File: src/rtl/dls_fault_monitor.sv
// Glitch-filtered monitor for the lockstep comparator error with a sticky latch, event counter and AHB-Lite registers.
// Define DLS_FAULT_TIMESTAMP_EN to add a free-running cycle counter and the FIRST_TS register at 0x10.
module dls_fault_monitor #(
    parameter int FILTER_CYCLES = 2,
    parameter int CNT_W         = 16
) (
    input  logic        HCLK,
    input  logic        HRESET,
    input  logic        DLS_ERROR,
    input  logic        HSEL,
    input  logic [4:0]  HADDR,
    input  logic [1:0]  HTRANS,
    input  logic        HWRITE,
    input  logic        HREADY,
    input  logic [31:0] HWDATA,
    output logic [31:0] HRDATA,
    output logic        HREADYOUT,
    output logic        FAULT_IRQ,
    output logic        FAULT_LATCHED
);

    typedef enum logic [1:0] {
        IDLE    = 2'd0,
        PENDING = 2'd1,
        FAULT   = 2'd2
    } state_t;

    localparam logic [3:0]       FILT_TARGET = 4'(FILTER_CYCLES);
    localparam logic [CNT_W-1:0] CNT_MAX     = {CNT_W{1'b1}};
    localparam logic [CNT_W-1:0] CNT_ONE     = CNT_W'(1);

    localparam logic [2:0] A_STATUS = 3'd0;
    localparam logic [2:0] A_COUNT  = 3'd1;
    localparam logic [2:0] A_CTRL   = 3'd2;
    localparam logic [2:0] A_CLEAR  = 3'd3;
    localparam logic [2:0] A_TS     = 3'd4;

    state_t           state_q, state_d;
    logic [3:0]       filt_q, filt_d;
    logic             confirm;
    logic             latch_q, latch_d;
    logic [CNT_W-1:0] cnt_q, cnt_d;
    logic             sat_q, sat_d;
    logic             irq_en_q, irq_en_d;
    logic             mon_en_q, mon_en_d;

    logic             dvalid_q;
    logic             dwrite_q;
    logic [2:0]       daddr_q;
    logic             wr_en;
    logic             ctrl_wr;
    logic             clr_latch;
    logic             clr_cnt;
    logic [31:0]      ts_rd;
    logic [31:0]      rdata;
    logic             unused_bits;

    assign unused_bits = ^{HADDR[1:0], HTRANS[0], HWDATA[31:2]};

    always_ff @(posedge HCLK) begin
        if (HRESET) begin
            state_q <= IDLE;
            filt_q  <= '0;
        end else begin
            state_q <= state_d;
            filt_q  <= filt_d;
        end
    end

    // Disabling the monitor parks the filter so re-enabling always starts a fresh count.
    always_comb begin
        state_d = state_q;
        filt_d  = filt_q;
        confirm = 1'b0;
        if (!mon_en_q) begin
            state_d = IDLE;
            filt_d  = '0;
        end else begin
            unique case (state_q)
                IDLE: begin
                    if (DLS_ERROR) begin
                        filt_d = 4'd1;
                        if (FILTER_CYCLES == 1) begin
                            state_d = FAULT;
                            confirm = 1'b1;
                        end else begin
                            state_d = PENDING;
                        end
                    end
                end
                PENDING: begin
                    if (DLS_ERROR) begin
                        filt_d = filt_q + 4'd1;
                        if (filt_q + 4'd1 == FILT_TARGET) begin
                            state_d = FAULT;
                            confirm = 1'b1;
                        end
                    end else begin
                        state_d = IDLE;
                        filt_d  = '0;
                    end
                end
                FAULT: begin
                    if (!DLS_ERROR) begin
                        state_d = IDLE;
                        filt_d  = '0;
                    end
                end
                default: begin
                    state_d = IDLE;
                    filt_d  = '0;
                end
            endcase
        end
    end

    always_ff @(posedge HCLK) begin
        if (HRESET) begin
            dvalid_q <= 1'b0;
            dwrite_q <= 1'b0;
            daddr_q  <= '0;
        end else if (HREADY) begin
            dvalid_q <= HSEL & HTRANS[1];
            dwrite_q <= HWRITE;
            daddr_q  <= HADDR[4:2];
        end
    end

    assign wr_en     = dvalid_q & dwrite_q & HREADY;
    assign ctrl_wr   = wr_en & (daddr_q == A_CTRL);
    assign clr_latch = wr_en & (daddr_q == A_CLEAR) & HWDATA[0];
    assign clr_cnt   = wr_en & (daddr_q == A_CLEAR) & HWDATA[1];

    // Clears are applied first so a coincident confirm overrides them.
    always_comb begin
        latch_d  = latch_q;
        cnt_d    = cnt_q;
        sat_d    = sat_q;
        irq_en_d = irq_en_q;
        mon_en_d = mon_en_q;
        if (clr_latch) begin
            latch_d = 1'b0;
        end
        if (clr_cnt) begin
            cnt_d = '0;
            sat_d = 1'b0;
        end
        if (confirm) begin
            latch_d = 1'b1;
            if (cnt_d == CNT_MAX) begin
                sat_d = 1'b1;
            end else begin
                cnt_d = cnt_d + CNT_ONE;
            end
        end
        if (ctrl_wr) begin
            irq_en_d = HWDATA[0];
            mon_en_d = HWDATA[1];
        end
    end

    always_ff @(posedge HCLK) begin
        if (HRESET) begin
            latch_q  <= 1'b0;
            cnt_q    <= '0;
            sat_q    <= 1'b0;
            irq_en_q <= 1'b0;
            mon_en_q <= 1'b1;
        end else begin
            latch_q  <= latch_d;
            cnt_q    <= cnt_d;
            sat_q    <= sat_d;
            irq_en_q <= irq_en_d;
            mon_en_q <= mon_en_d;
        end
    end

`ifdef DLS_FAULT_TIMESTAMP_EN
    logic [31:0] ts_q;
    logic [31:0] first_ts_q;

    // Capture is armed whenever the latch is empty or being cleared in the same cycle.
    always_ff @(posedge HCLK) begin
        if (HRESET) begin
            ts_q       <= '0;
            first_ts_q <= '0;
        end else begin
            ts_q <= ts_q + 32'd1;
            if (confirm && (!latch_q || clr_latch)) begin
                first_ts_q <= ts_q;
            end
        end
    end

    assign ts_rd = first_ts_q;
`else
    assign ts_rd = '0;
`endif

    always_comb begin
        rdata = '0;
        if (dvalid_q && !dwrite_q) begin
            unique case (daddr_q)
                A_STATUS: rdata = {28'd0, state_q == PENDING, sat_q, state_q == FAULT, latch_q};
                A_COUNT:  rdata = 32'(cnt_q);
                A_CTRL:   rdata = {30'd0, mon_en_q, irq_en_q};
                A_TS:     rdata = ts_rd;
                default:  rdata = '0;
            endcase
        end
    end

    assign HRDATA        = rdata;
    assign HREADYOUT     = 1'b1;
    assign FAULT_LATCHED = latch_q;
    assign FAULT_IRQ     = latch_q & irq_en_q;

endmodule

File: config.mk
export PLATFORM = sky130hd
export DESIGN_NAME = dls_fault_monitor
export DESIGN_NICKNAME = d
export VERILOG_FILES = /design/src/rtl/dls_fault_monitor.sv
export SDC_FILE = /design/constraint.sdc
export NUM_CORES = 1
export LEC_CHECK = 0
export BUFFER_PORTS_ARGS = -buffer_cell sky130_fd_sc_hd__buf_2
export CORE_MARGIN = 2
export CORE_UTILIZATION = 45
export CTS_CLUSTER_SIZE = 24
export DETAILED_ROUTE_END_ITERATION = 16
export MAX_ROUTING_LAYER = met4
export PLACE_DENSITY = 0.84
export SLEW_MARGIN = 20
export SYNTH_ARGS = -nofsm -noshare
export SYNTH_HDL_FRONTEND = slang
export SYNTH_SLANG_ARGS = --single-unit
File: constraint.sdc
create_clock -name HCLK -period 2.6 [get_ports HCLK]
set_input_delay 0.26 -clock HCLK [delete_from_list [all_inputs] [get_ports HCLK]]
set_output_delay 0.26 -clock HCLK [all_outputs]
set_load 0.1 [all_outputs]
# --- Word level (Yosys, flattened, before mapping) ---
# Index checks and enable logic that the tools add are counted.
classes:
  n_lt_le_gt_ge: 0
  mul: 0
  bitwise_logic: 9
  addsub: 2
  mux: 23
  n_eq_ne: 10
  shift: 0
  n_reduce_logical: 8
  n_div: 0
op_table:
  columns: ["cell", "n"]
  rows:
  - ["$mux W16", 4]
  - ["$pmux W16 S3", 1]
  - ["$add A16 B1 Y16 const B", 1]
  - ["$eq A16 B16 Y1 const B", 1]
  - ["$mux W4", 3]
  - ["$pmux W4 S3", 1]
  - ["$mux W1", 9]
  - ["$and A1 B1 Y1", 8]
  - ["$mux W2", 4]
  - ["$eq A3 B2 Y1 const B", 2]
  - ["$pmux W2 S3", 1]
  - ["$add A4 B1 Y4 const B", 1]
  - ["$eq A4 B2 Y1 const B", 1]
  - ["$ne A2 B2 Y1 const B", 2]
  - ["$eq A3 B1 Y1 const B", 1]
  - ["$logic_not A3 Y1", 1]
  - ["$ne A3 B3 Y1 const B", 1]
  - ["$reduce_and A3 Y1", 1]
  - ["$eq A2 B1 Y1 const B", 1]
  - ["$eq A2 B2 Y1 const B", 1]
  - ["$logic_not A2 Y1", 1]
  - ["$reduce_and A2 Y1", 1]
  - ["$reduce_bool A2 Y1", 1]
  - ["$reduce_or A2 Y1", 1]
  - ["3 further kinds", 3]
word_totals:
  memories: 0
  regBits: 31
  latch_bits: 0
  output_inout_bits: 35
  mem_bits_rw: 0
  in_bits: 45
  mem_bits_ro: 0
  word_cells: 62

# --- Logic depth before layout (Yosys ltp) ---
logic_depth:
  word_depth: 8
  mapped_depth: 10
  depth_no_buf: 8

# --- Least setup slack after synthesis ---
# Ideal clock, no wire load.
synth_path:
  path_kind: "flip-flop to output port"
  start: "register latch_q, in the netlist FAULT_LATCHED"
  end: "output HRDATA[0]"
  path_stages_with_launch: 5
  t_arrival_ps: 3290
  required_time_ps: 2340
  path_slack_ps: -950
  path_buffers: 0
  cell_sequence: "dfxtp_1 mux2i_1 nor2_1 a21oi_1 nor3_1"
synth_between:
  elab_chain_len: 2
synth_rtl:
  columns: ["element", "line", "text"]
  rows:
  - ["start, declared", "41", "logic latch_q, latch_d;"]
  - ["start signal, assigned", "170", "latch_q <= latch_d;"]
  - ["$pmux W16 S3", "203", "unique case (daddr_q)"]
  - ["$mux W16", "202", "if (dvalid_q && !dwrite_q) begin"]
  - ["end, declared", "16", "output logic [31:0] HRDATA,"]
# No other way between the ends.

# --- Final worst setup path ---
layout_path:
  start: "register dwrite_q"
  end: "register cnt_q[4]"
layout_between:
  elab_chain_len: 8
  word_cells_on_any_way: 9
  classes_between: "1 x add/sub; 1 x eq/ne; 3 x mux; 4 x bitwise"
layout_rtl:
  columns: ["element", "line", "text"]
  rows:
  - ["start, declared", "48", "logic dwrite_q;"]
  - ["start signal, assigned", "120", "dwrite_q <= 1'b0;"]
  - ["start signal, assigned", "124", "dwrite_q <= HWRITE;"]
  - ["$and A1 B1 Y1 * (2 in series)", "129", "assign wr_en = dvalid_q & dwrite_q & HREADY;"]
  - ["$and A1 B1 Y1 * (2 in series)", "132", "assign clr_cnt = wr_en & (daddr_q == A_CLEAR) & HWDATA[1];"]
  - ["$mux W16 *", "144", "if (clr_cnt) begin"]
  - ["$add A16 B1 Y16 or $eq A16 B16 Y1 (tied branches)", "153, 150", null]
  - ["$mux W16", "150", "if (cnt_d == CNT_MAX) begin"]
  - ["$mux W16 *", "148", "if (confirm) begin"]
  - ["end signal, assigned", "171", "cnt_q <= cnt_d;"]
  - ["end, declared", "42", "logic [CNT_W-1:0] cnt_q, cnt_d;"]
# Mark *: on every way between the ends. The rest lies on a longest branch, timed or not.
# A chain may end at the register's enable or synchronous reset.

==> metrics.json <==
{
  "cp.required_ps": 2810,
  "run_status": "complete, no violations",
  "maxSlewViolCount": 0,
  "cp-end-kind": "register",
  "clkTransAtPathRegs_ps": 60,
  "avgViaCountPerCell": 5.58,
  "dr.pass1.iters": 4,
  "area.sequential_sq_um": 621,
  "via_count_of_the_first_global_routing_pass": 1516,
  "grt_first_pass_wirelength_microns": 6830,
  "fill_cells": 414,
  "synth_enable_flop_cells": 0,
  "timing.max_cap.violations": 0,
  "start_util_pct": 47.3,
  "fin_worst_skew_ps": 2.62,
  "post_synthesis_share_of_cell_area_spent_on_xor_and_xnor_gates_pct": 0.456,
  "synth-simple-area-share_pct": 33.6,
  "postSynth.asyncResetShare_pct": 0,
  "yosysSeqAreaShare_pct": 32.3,
  "placement.setup.worst_slack_ps": 155,
  "floorplan.die.height_microns": 69.3,
  "cts_made_buffers": 5,
  "post_cts_buffers": 0,
  "track_usage_pct": 17.8,
  "finalWeightedCongestion": 0.859,
  "fin_crit_ps": 2440,
  "antenna_violating_nets_post_route": 0,
  "total_power_mw": 1.09,
  "grt_start_max_net_pins": 20,
  "route.detailed.wl_per_inst_microns": 12.8,
  "synthesized_flop_and_latch_total": 31,
  "finished_core_util_pct": 53.4,
  "tns_ps": 0,
  "layout_common_cells": "sky130_fd_sc_hd__dfxtp_1, sky130_fd_sc_hd__buf_2, sky130_fd_sc_hd__nor2_1, sky130_fd_sc_hd__a21oi_1, sky130_fd_sc_hd__conb_1",
  "placed_cells": 313,
  "crit_type": "register to register",
  "post_synthesis_mux_area_share_pct": 4.69,
  "cts.path.max_buffers": 2,
  "leakagePower_nw": 0.871,
  "synth_top_family_by_area": "simple AND/OR/NAND/NOR gates",
  "final_cell_count_no_fill": 321,
  "port_buffers": 29,
  "syn-mean-instance-area_sq_um": 7.97,
  "initial_antenna_violation_count": 0,
  "vdd.ir_drop.worst_mv": 0.311,
  "die_width_microns": 69.3,
  "most_frequent_standard_cell_in_the_layout_excluding_fill_and_tap_cells": "sky130_fd_sc_hd__dfxtp_1",
  "final_hold_viol_count": 0,
  "drcViolationCount": 0,
  "power_density_nw_per_um2": 501,
  "diodes": 0,
  "timing.critical_path.fanout_max": 7,
  "hp-class": "primary input to register",
  "core_area_sq_um": 4060,
  "cts_hold_buf": 0,
  "placement_rows": 23,
  "total_number_of_nets_in_the_final_design": 318,
  "grt.overflow.total": 0,
  "final.period_utilization_pct": 94.0,
  "multiInputGateArea_sq_um": 1180,
  "synth.cell_area_sq_um": 1920,
  "slack_of_the_critical_path_ps": 157,
  "cts-htree-levels": 2,
  "post-route-cell-area_sq_um": 2170,
  "grt_setup_unrepaired": "no",
  "area_growth_pct": 12.8,
  "die_area_sq_um": 4810,
  "fin_worst_hold_slack_ps": 208,
  "yosysUniqueCellTypes": 46,
  "drt_wl_total_microns": 4100,
  "final_report_setup_violation_count": 0,
  "cts-root-buf": "sky130_fd_sc_hd__clkbuf_8",
  "start_kind": "register",
  "achievable-frequency_mhz": 409,
  "synth_flop_cell": "sky130_fd_sc_hd__dfxtp_1",
  "placedInstanceArea_sq_um": 2070,
  "io_pins": 80,
  "synth_compound_gate_area_share_pct": 16.8,
  "cts.sink_count": 31,
  "worst_skew_pair_later_pin_latency_ps": 280,
  "tritoncts": "built",
  "drt-initial-drc-count": 116,
  "synth.yosys.warnings": 0,
  "worstPathArrival_ps": 2660,
  "synth_adder_area_share_pct": 1.95,
  "ratio_of_cells_with_drive_above_1_in_the_final_layout_pct": 18.5,
  "syn_inst": 241,
  "hpwlAfterDp_microns": 2960,
  "routed-via-count": 1792,
  "ctsResizeCount": 0
}
## power breakdown
part | internal (mW) | switching, mW | leakage (nW)
Combinational | 0.0278 | 0.150 | 0.569
Clock | 0.241 | 0.175 | 0.0515
Sequential | 0.483 | 0.00949 | 0.251
## synth_stat cells, drive strengths merged (4+ instances only)
master | n | share of area, %
a21oi | 19 | 5.0
a31oi | 4 | 1.3
and2 | 16 | 5.2
and3 | 7 | 2.3
and4 | 4 | 1.8
buf | 22 | 7.9
clkbuf | 6 | 1.2
dfxtp | 31 | 32
inv | 4 | 0.78
mux2i | 9 | 4.7
nand2 | 14 | 2.7
nand3 | 17 | 4.7
nand4 | 4 | 1.3
nor2 | 20 | 3.9
nor2b | 4 | 1.3
o21ai | 8 | 2.1
o31ai | 7 | 3.5
or3 | 5 | 1.6
or4 | 7 | 2.7
## worst paths after layout
path | from | to | slack (ps) | depth (start not counted)
min | HWDATA[1] | mon_en_q$_SDFFE_PP1P_ | 210 | 3
max | dwrite_q$_SDFFE_PP0P_ | cnt_q[4]$_SDFF_PP0_ | 160 | 8
min reg2reg | cnt_q[10]$_SDFF_PP0_ | cnt_q[10]$_SDFF_PP0_ | 490 | 2
max reg2reg | dwrite_q$_SDFFE_PP0P_ | cnt_q[4]$_SDFF_PP0_ | 160 | 8
## cells by family after synthesis
kind of cell    Yosys count
other cells               2
buf+inv                  32
mux                       9
fa+ha+maj                 3
compound gates           49
simple gates            114
flops                    31
xor+xnor                  1
## sequential cells by signal, summed over array words and instances (netlist names)
name / flops
FAULT_LATCHED: 1
filt_q: 4
dwrite_q: 1
dvalid_q: 1
daddr_q: 3
mon_en_q: 1
sat_q: 1
cnt_q: 16
irq_en_q: 1
state_q: 2
## critical path, stage by stage (launching register included)
cell,delay (ps)
sky130_fd_sc_hd__dfxtp_1,420
sky130_fd_sc_hd__nand3_1,130
sky130_fd_sc_hd__or2_1,280
sky130_fd_sc_hd__and2_1,210
sky130_fd_sc_hd__ha_1,260
sky130_fd_sc_hd__and3_1,200
sky130_fd_sc_hd__and3_1,240
sky130_fd_sc_hd__or4_1,480
sky130_fd_sc_hd__a21oi_1,150
## final cells by class
| cell class | count | area share, % |
|---|---|---|
| multi-input cells | 193 | 54.4 |
| inverters | 4 | 0.693 |
| flip-flops and latches | 31 | 28.7 |
| well taps | 50 | 2.89 |
| clock buffers | 8 | 4.62 |
| repair buffers | 35 | 8.78 |
## layer usage
layer | share of wire, % | GRT usage (%)
met4 | 2.2 | 8.06
met5 | 0 | -
met2 | 46 | 27.4
met3 | 5.1 | 3.78
met1 | 47 | 22.5
Power figures use the tool's default switching activity.
